--- src/rtl/rv32i_trace_pkg.sv ---
// rtl/rv32i_trace_pkg.sv - shared types and RV32I immediate decode for the trace monitor
package rv32i_trace_pkg;

    typedef enum logic [1:0] {
        ST_IDLE = 2'd0,
        ST_RUN  = 2'd1,
        ST_HALT = 2'd2
    } state_e;

    typedef enum logic [1:0] {
        HC_NONE  = 2'd0,
        HC_END   = 2'd1,
        HC_HANG  = 2'd2,
        HC_LIMIT = 2'd3
    } halt_cause_e;

    // Consumer-side view of one record at XLEN=32; the FIFO stores the same fields flat, sized by N.
    typedef struct packed {
        logic [31:0] pc;
        logic [31:0] next_pc;
        logic [31:0] wb;
        logic [31:0] instr;
        logic [4:0]  rd;
        logic [3:0]  flags;
    } trace_rec_t;

    function automatic logic [31:0] imm_i(input logic [31:0] ins);
        return {{20{ins[31]}}, ins[31:20]};
    endfunction

    function automatic logic [31:0] imm_b(input logic [31:0] ins);
        return {{19{ins[31]}}, ins[31], ins[7], ins[30:25], ins[11:8], 1'b0};
    endfunction

    function automatic logic [31:0] imm_j(input logic [31:0] ins);
        return {{11{ins[31]}}, ins[31], ins[19:12], ins[20], ins[30:21], 1'b0};
    endfunction

endpackage

--- src/rtl/rv32i_trace_fifo.sv ---
// rtl/rv32i_trace_fifo.sv - synchronous first-word-fall-through FIFO with full/empty/level
module rv32i_trace_fifo #(
    parameter int WIDTH = 8,
    parameter int DEPTH = 16
) (
    input  logic                       i_clk,
    input  logic                       i_rst_n,
    input  logic                       i_wr_en,
    input  logic [WIDTH-1:0]           i_wr_data,
    input  logic                       i_rd_en,
    output logic [WIDTH-1:0]           o_rd_data,
    output logic                       o_full,
    output logic                       o_empty,
    output logic [$clog2(DEPTH):0]     o_level
);
    localparam int AW = $clog2(DEPTH);

    logic [WIDTH-1:0] mem [DEPTH];
    logic [AW-1:0]    wr_ptr, rd_ptr;
    logic             do_wr, do_rd;

    assign o_empty   = (o_level == '0);
    assign o_full    = (o_level == (AW+1)'(DEPTH));
    assign do_rd     = i_rd_en && !o_empty;
    // A pop frees the slot the write lands in, so a full FIFO still accepts a simultaneous push.
    assign do_wr     = i_wr_en && (!o_full || do_rd);
    assign o_rd_data = mem[rd_ptr];

    always_ff @(posedge i_clk) begin
        if (!i_rst_n) begin
            wr_ptr  <= '0;
            rd_ptr  <= '0;
            o_level <= '0;
            for (int i = 0; i < DEPTH; i++) mem[i] <= '0;
        end else begin
            if (do_wr) begin
                mem[wr_ptr] <= i_wr_data;
                wr_ptr      <= wr_ptr + AW'(1);
            end
            if (do_rd) rd_ptr <= rd_ptr + AW'(1);
            case ({do_wr, do_rd})
                2'b10:   o_level <= o_level + (AW+1)'(1);
                2'b01:   o_level <= o_level - (AW+1)'(1);
                default: o_level <= o_level;
            endcase
        end
    end

endmodule

--- src/rtl/rv32i_trace_monitor.sv ---
// rtl/rv32i_trace_monitor.sv - retirement-trace monitor with halt detection; RV_TRACE_MEM_EN adds memory fields
module rv32i_trace_monitor
    import rv32i_trace_pkg::*;
#(
    parameter int          N          = 32,
    parameter int          FIFO_DEPTH = 16,
    parameter int          HANG_LIMIT = 10,
    parameter int          END_PC     = 304,
    parameter int unsigned MAX_INST   = 0
) (
    input  logic                          i_clk,
    input  logic                          i_rst_n,
    input  logic                          i_en,
    input  logic [N-1:0]                  i_pc,
    input  logic [31:0]                   i_instr,
    input  logic [N-1:0]                  i_rd1,
    input  logic [N-1:0]                  i_wb_data,
    input  logic [4:0]                    i_rd_addr,
    input  logic                          i_reg_write,
    input  logic                          i_mem_read,
    input  logic                          i_mem_write,
    input  logic                          i_branch_taken,
    input  logic                          i_jal,
    input  logic                          i_jalr,
    output logic                          o_trc_valid,
    input  logic                          i_trc_ready,
    output logic [N-1:0]                  o_trc_pc,
    output logic [N-1:0]                  o_trc_next_pc,
    output logic [N-1:0]                  o_trc_wb,
    output logic [31:0]                   o_trc_instr,
    output logic [4:0]                    o_trc_rd,
    output logic [3:0]                    o_trc_flags,
    output logic [31:0]                   o_inst_count,
    output logic [15:0]                   o_drop_count,
    output logic [$clog2(FIFO_DEPTH):0]   o_fifo_level,
    output logic [1:0]                    o_state,
    output logic [1:0]                    o_halt_cause
`ifdef RV_TRACE_MEM_EN
    ,
    input  logic [N-1:0]                  i_mem_addr,
    input  logic [N-1:0]                  i_mem_wdata,
    output logic [N-1:0]                  o_trc_mem_addr,
    output logic [N-1:0]                  o_trc_mem_data
`endif
);
`ifdef RV_TRACE_MEM_EN
    localparam int REC_W = 5*N + 41;
`else
    localparam int REC_W = 3*N + 41;
`endif

    state_e        state, state_nxt;
    halt_cause_e   cause, cause_nxt;
    logic [N-1:0]  prev_pc, pc_plus4, next_pc, imm_i_n, imm_b_n, imm_j_n;
    logic [31:0]   same_cnt, same_nxt;
    logic          capture, pop, jump, fifo_full, fifo_empty;
    logic          end_hit, hang_hit, limit_hit;
    logic [REC_W-1:0] rec_in, rec_out;

    assign imm_i_n  = N'(signed'(imm_i(i_instr)));
    assign imm_b_n  = N'(signed'(imm_b(i_instr)));
    assign imm_j_n  = N'(signed'(imm_j(i_instr)));
    assign pc_plus4 = i_pc + N'(4);

    always_comb begin
        next_pc = pc_plus4;
        if (i_jalr)              next_pc = (i_rd1 + imm_i_n) & ~N'(1);
        else if (i_jal)          next_pc = i_pc + imm_j_n;
        else if (i_branch_taken) next_pc = i_pc + imm_b_n;
    end
    assign jump = (next_pc != pc_plus4);

    assign capture   = i_en && (state != ST_HALT);
    assign pop       = o_trc_valid && i_trc_ready;
    // PC 0 is the reset vector, so a repeat there is not treated as a stuck loop.
    assign same_nxt  = ((i_pc == prev_pc) && (i_pc != '0)) ? same_cnt + 32'd1 : 32'd0;
    assign end_hit   = (i_pc >= N'(END_PC));
    assign hang_hit  = (same_nxt > 32'(HANG_LIMIT));
    assign limit_hit = (MAX_INST != 0) && ((o_inst_count + 32'd1) == 32'(MAX_INST));

    always_ff @(posedge i_clk) begin
        if (!i_rst_n) begin
            state <= ST_IDLE;
            cause <= HC_NONE;
        end else begin
            state <= state_nxt;
            cause <= cause_nxt;
        end
    end

    always_comb begin
        state_nxt = state;
        cause_nxt = cause;
        case (state)
            ST_IDLE: if (i_en) state_nxt = ST_RUN;
            default: state_nxt = state;
        endcase
        if (capture && (end_hit || hang_hit || limit_hit)) begin
            state_nxt = ST_HALT;
            cause_nxt = end_hit ? HC_END : (hang_hit ? HC_HANG : HC_LIMIT);
        end
    end

    always_ff @(posedge i_clk) begin
        if (!i_rst_n) begin
            prev_pc      <= '0;
            same_cnt     <= '0;
            o_inst_count <= '0;
            o_drop_count <= '0;
        end else if (capture) begin
            prev_pc      <= i_pc;
            same_cnt     <= same_nxt;
            o_inst_count <= o_inst_count + 32'd1;
            if (fifo_full && !pop && (o_drop_count != 16'hFFFF))
                o_drop_count <= o_drop_count + 16'd1;
        end
    end

`ifdef RV_TRACE_MEM_EN
    logic mem_sel;
    assign mem_sel = i_mem_read || i_mem_write;
    assign rec_in  = {i_pc, next_pc, i_wb_data, i_instr, i_rd_addr,
                      jump, i_reg_write, i_mem_read, i_mem_write,
                      mem_sel ? i_mem_addr : '0, mem_sel ? i_mem_wdata : '0};
    assign {o_trc_pc, o_trc_next_pc, o_trc_wb, o_trc_instr, o_trc_rd, o_trc_flags,
            o_trc_mem_addr, o_trc_mem_data} = rec_out;
`else
    assign rec_in  = {i_pc, next_pc, i_wb_data, i_instr, i_rd_addr,
                      jump, i_reg_write, i_mem_read, i_mem_write};
    assign {o_trc_pc, o_trc_next_pc, o_trc_wb, o_trc_instr, o_trc_rd, o_trc_flags} = rec_out;
`endif

    rv32i_trace_fifo #(
        .WIDTH (REC_W),
        .DEPTH (FIFO_DEPTH)
    ) u_fifo (
        .i_clk     (i_clk),
        .i_rst_n   (i_rst_n),
        .i_wr_en   (capture),
        .i_wr_data (rec_in),
        .i_rd_en   (i_trc_ready),
        .o_rd_data (rec_out),
        .o_full    (fifo_full),
        .o_empty   (fifo_empty),
        .o_level   (o_fifo_level)
    );

    assign o_trc_valid  = !fifo_empty;
    assign o_state      = state;
    assign o_halt_cause = cause;

endmodule

--- config.mk ---
export PLATFORM = sky130hd
export DESIGN_NAME = rv32i_trace_monitor
export DESIGN_NICKNAME = d
export VERILOG_FILES = /design/src/rtl/rv32i_trace_pkg.sv /design/src/rtl/rv32i_trace_fifo.sv /design/src/rtl/rv32i_trace_monitor.sv
export SDC_FILE = /design/constraint.sdc
export NUM_CORES = 2
export LEC_CHECK = 0
export BUFFER_PORTS_ARGS = -buffer_cell sky130_fd_sc_hd__buf_4
export CAP_MARGIN = 20
export CORE_MARGIN = 2
export CORE_UTILIZATION = 60
export DETAILED_ROUTE_END_ITERATION = 16
export PLACE_DENSITY_LB_ADDON = 0.3
export REMOVE_ABC_BUFFERS = 1
export SLEW_MARGIN = 40
export SYNTH_ARGS = -nofsm -noshare
export SYNTH_HDL_FRONTEND = slang
export SYNTH_HIERARCHICAL = 1
export SYNTH_SLANG_ARGS = --single-unit
--- constraint.sdc ---
create_clock -name i_clk -period 17.35 [get_ports i_clk]
set_input_delay 0 -clock i_clk [delete_from_list [all_inputs] [get_ports i_clk]]
set_output_delay 0 -clock i_clk [all_outputs]
set_load 0.1 [all_outputs]
==> metrics.txt <==
status complete, no violations; Hold Path Origin i_instr[6]; final-stage net count 8,347; LEAKAGE between 40 and 50 nW; Via density between 6 and 7; gpl congestion just under 1; setup slack, reg-to-reg 12.76 ns; final wirelength roughly 330 mm; met3 wire length about 36 mm; Num CTS Buffers roughly 230; YS warnings 6; Hold WS 0.0586 ns; Cell Pwr Density 115 mW/mm²; met1 wire length 120 mm; Starting DRT DRC Count 10,199; final slew viol count 0; fmax ~180 MHz; Final Cell Area about 0.13 mm²; vias in the first global route 71,993; top cell type by total area after synthesis edfxtp_1; layout cells sized above 1 approximately 18%; drt wl/cell ~30 µm; Yosys cell types 100; Worst-path clk slew approximately 0.060 ns; hold path depth 3; main flop type after synthesis edfxtp_1; metal2 WL 156 mm; Core Area ~0.19 mm²; slowest CP cell buf_6; syn avg cell area 14.0 µm²; final hold violations 0; top-count cell post-synth and2_1; Die Area between 0.15 and 0.2 mm²; Gate Count Post-Synth 7,951; DRC viols 0; min-delay worst type input pin to register; #FFs+latches synth ~2,300; Setup Viol. Count Final 0; sequential area share after synthesis 61.5%; first-pass GRT wire length 480 mm; Crit path largest cell delay around 0.66 ns; dpl cell area between 0.1 and 0.15 mm²; DR pass1 iterations 8; Required @ worst endpoint 17.35 ns; Initial Util about three fifths; maximum vdd drop 190 µV; Hold Crit Endpoint u_fifo/mem[12][15]$_SDFFCE_PN0P_; final period utilization between 30% and 40%; RR Endpoint u_fifo/mem[13][2]$_SDFFCE_PN0P_; Synth area leaders edfxtp_1 59%, and2_1 13%, mux4_2 11%; critical path class register to output pin; Setup Buffers After CTS 0; IO buf count about 340; Worst Tran Pin Value approximately 0.93 ns; synthesized area approximately 0.11 mm²; CTS sink count roughly 2,300; Antenna Violating Nets Remaining 0; dpl cells 10,225; Worst EP arrival 5.42 ns; Max-Cap Viols 0; Synth top cells by count 2,261 x and2_1, 2,192 x edfxtp_1, 552 x clkbuf_1; FF-to-FF path depth 9; CTS tree built; die width between 400 and 500 µm; RSZ-0062 raised after global routing no; worst-skew pair later-pin latency 0.88 ns; initial antenna violation count 22; Overflow after GRT 0; Critical Path End Type output pin; vias roughly 70,000; Async SR Flop Fraction 0%; Chip Height 435 µm; total negative slack 0 ns; layout overhead on the synthesized area 12.2%; Finished Layout Cells around 11,000; clock tree buffer depth 3; top layer in use met5; Tmin final between 5 and 6 ns; EDFF count, synth roughly 2,200; Total Routing Usage GR approximately 35%; io pins approximately 340; Root Buffer clkbuf_16; Final HPWL DP 184 mm; CP Cell Sequence buf_4 -> buf_12 -> buf_6 -> buf_12 -> buf_6 -> mux4_2 -> a22oi_1 -> nand2_1 -> buf_4; Fin Clk Skew ~0.027 ns; FF-to-FF Start o_state[1]$_SDFFE_PN0P_; largest net degree at the start of global routing ~140; worst rel slew slack about 38%; crit path launch type register; CP Max Fanout just under 60; # H-tree levels 4; Yosys top cell area share between 50 and 60%; row count 158
==> cell usage in the layout (no fill, tap or decap), types with 32 or more instances in the layout <==
cell type | synthesis | routed
and3_1 | 44 | 44
mux4_2 | 548 | 548
and2_1 | 2261 | 2259
ha_1 | 86 | 86
o22ai_1 | 103 | 103
o21ai_0 | 125 | 112
buf_6 | 1 | 39
dlygate4sd3_1 | 0 | 136
a22oi_1 | 183 | 183
a21oi_1 | 121 | 117
dfxtp_1 | 133 | 130
clkinv_2 | 0 | 36
xor2_1 | 45 | 45
nor2b_1 | 37 | 32
clkbuf_1 | 552 | 62
xnor2_1 | 127 | 127
nand3_1 | 63 | 63
a21boi_0 | 55 | 55
nand2_1 | 327 | 326
nand4_1 | 64 | 64
inv_1 | 46 | 45
buf_4 | 5 | 405
clkinv_1 | 0 | 54
nor3_1 | 56 | 52
clkbuf_16 | 0 | 228
edfxtp_1 | 2192 | 2192
nor2_1 | 182 | 167
==> cell families (layout without fill, tap and decap cells) <==
logic type	after synthesis	after routing	share of synthesized area, %
compound gates	847	847	5.25
xor+xnor	175	175	1.41
fa+ha+maj	90	90	1.04
buf+inv	730	1090	2.60
flops	2325	2325	61.5
mux	583	583	11.4
other cells	0	6	0
simple gates	3201	3201	16.8
==> worst max-delay path by stage <==
stage	startpoint	endpoint	cells after the start
detailed placement	i_pc[1]	u_fifo/mem[7][3]$_SDFFCE_PN0P_	17
global placement	register	o_trc_next_pc[24]	8
finish	register	o_trc_wb[17]	9
global route	register	o_trc_wb[17]	9
CTS	register	o_trc_next_pc[24]	9
floorplan	register	o_trc_pc[28]	3
==> layer usage <==
metal / vias up / track usage [%]
met3: 658 / 6.29
met1: 35899 / 47.3
met5: - / 0
met4: 8 / 14.6
met2: 4497 / 54.9
li1: 29730 / -
==> critical path, delay by kind of cell (launching register included) <==
kind / cells / cell delay [ns]
buffers and inverters: 6 / 2.63
AND/OR/NAND/NOR: 1 / 0.15
multiplexers: 1 / 0.60
flip-flops: 1 / 0.56
AO/OA/AOI/OAI: 1 / 0.38
==> registers in the layout, summed over array words and instances, names as in the netlist, named ones only <==
register / cells
o_state: 2
o_inst_count: 32
u_fifo/wr_ptr: 4
same_cnt: 32
u_fifo/rd_ptr: 4
u_fifo/mem: 2192
o_halt_cause: 2
u_fifo/o_level: 5
o_drop_count: 16
prev_pc: 32
==> what timing repair did <==
| action | CTS | global route |
|---|---|---|
| hold buffers | 136 | 0 |
| endpoints found under the hold margin | 1777 | 0 |
| gates resized for setup | 0 | 0 |
==> stage by stage <==
| step | power, mW | utilization [%] | setup slack, ns |
|---|---|---|---|
| floorplan | 9.64 | - | -7.51 |
| global placement | 9.68 | 62.6 | 11.28 |
| detailed placement | 9.75 | 62.9 | 11.85 |
| CTS | 14.5 | 67.5 | 11.75 |
| global route | 14.8 | 67.6 | 11.55 |
| finish | 14.4 | 67.6 | 11.93 |
==> power by group <==
group / total, mW / leakage, nW / internal (mW) / switching [mW]
clock network: 4.75 / 3.45 / 2.64 / 2.11
logic: 3.22 / 18.3 / 1.01 / 2.21
registers: 6.46 / 23.7 / 6.37 / 0.0894
==> final cells by class <==
class	instances	area [µm²]
Tap cell	2480	3100
Antenna cell	6	15.0
Clock buffer	296	6010
Inverter	46	173
Sequential cell	2325	68500
Multi-Input combinational cell	4896	40500
Timing Repair Buffer	620	5710
Clock inverter	128	1060
Fill cell	12524	60000
Power figures use the tool's default switching activity.
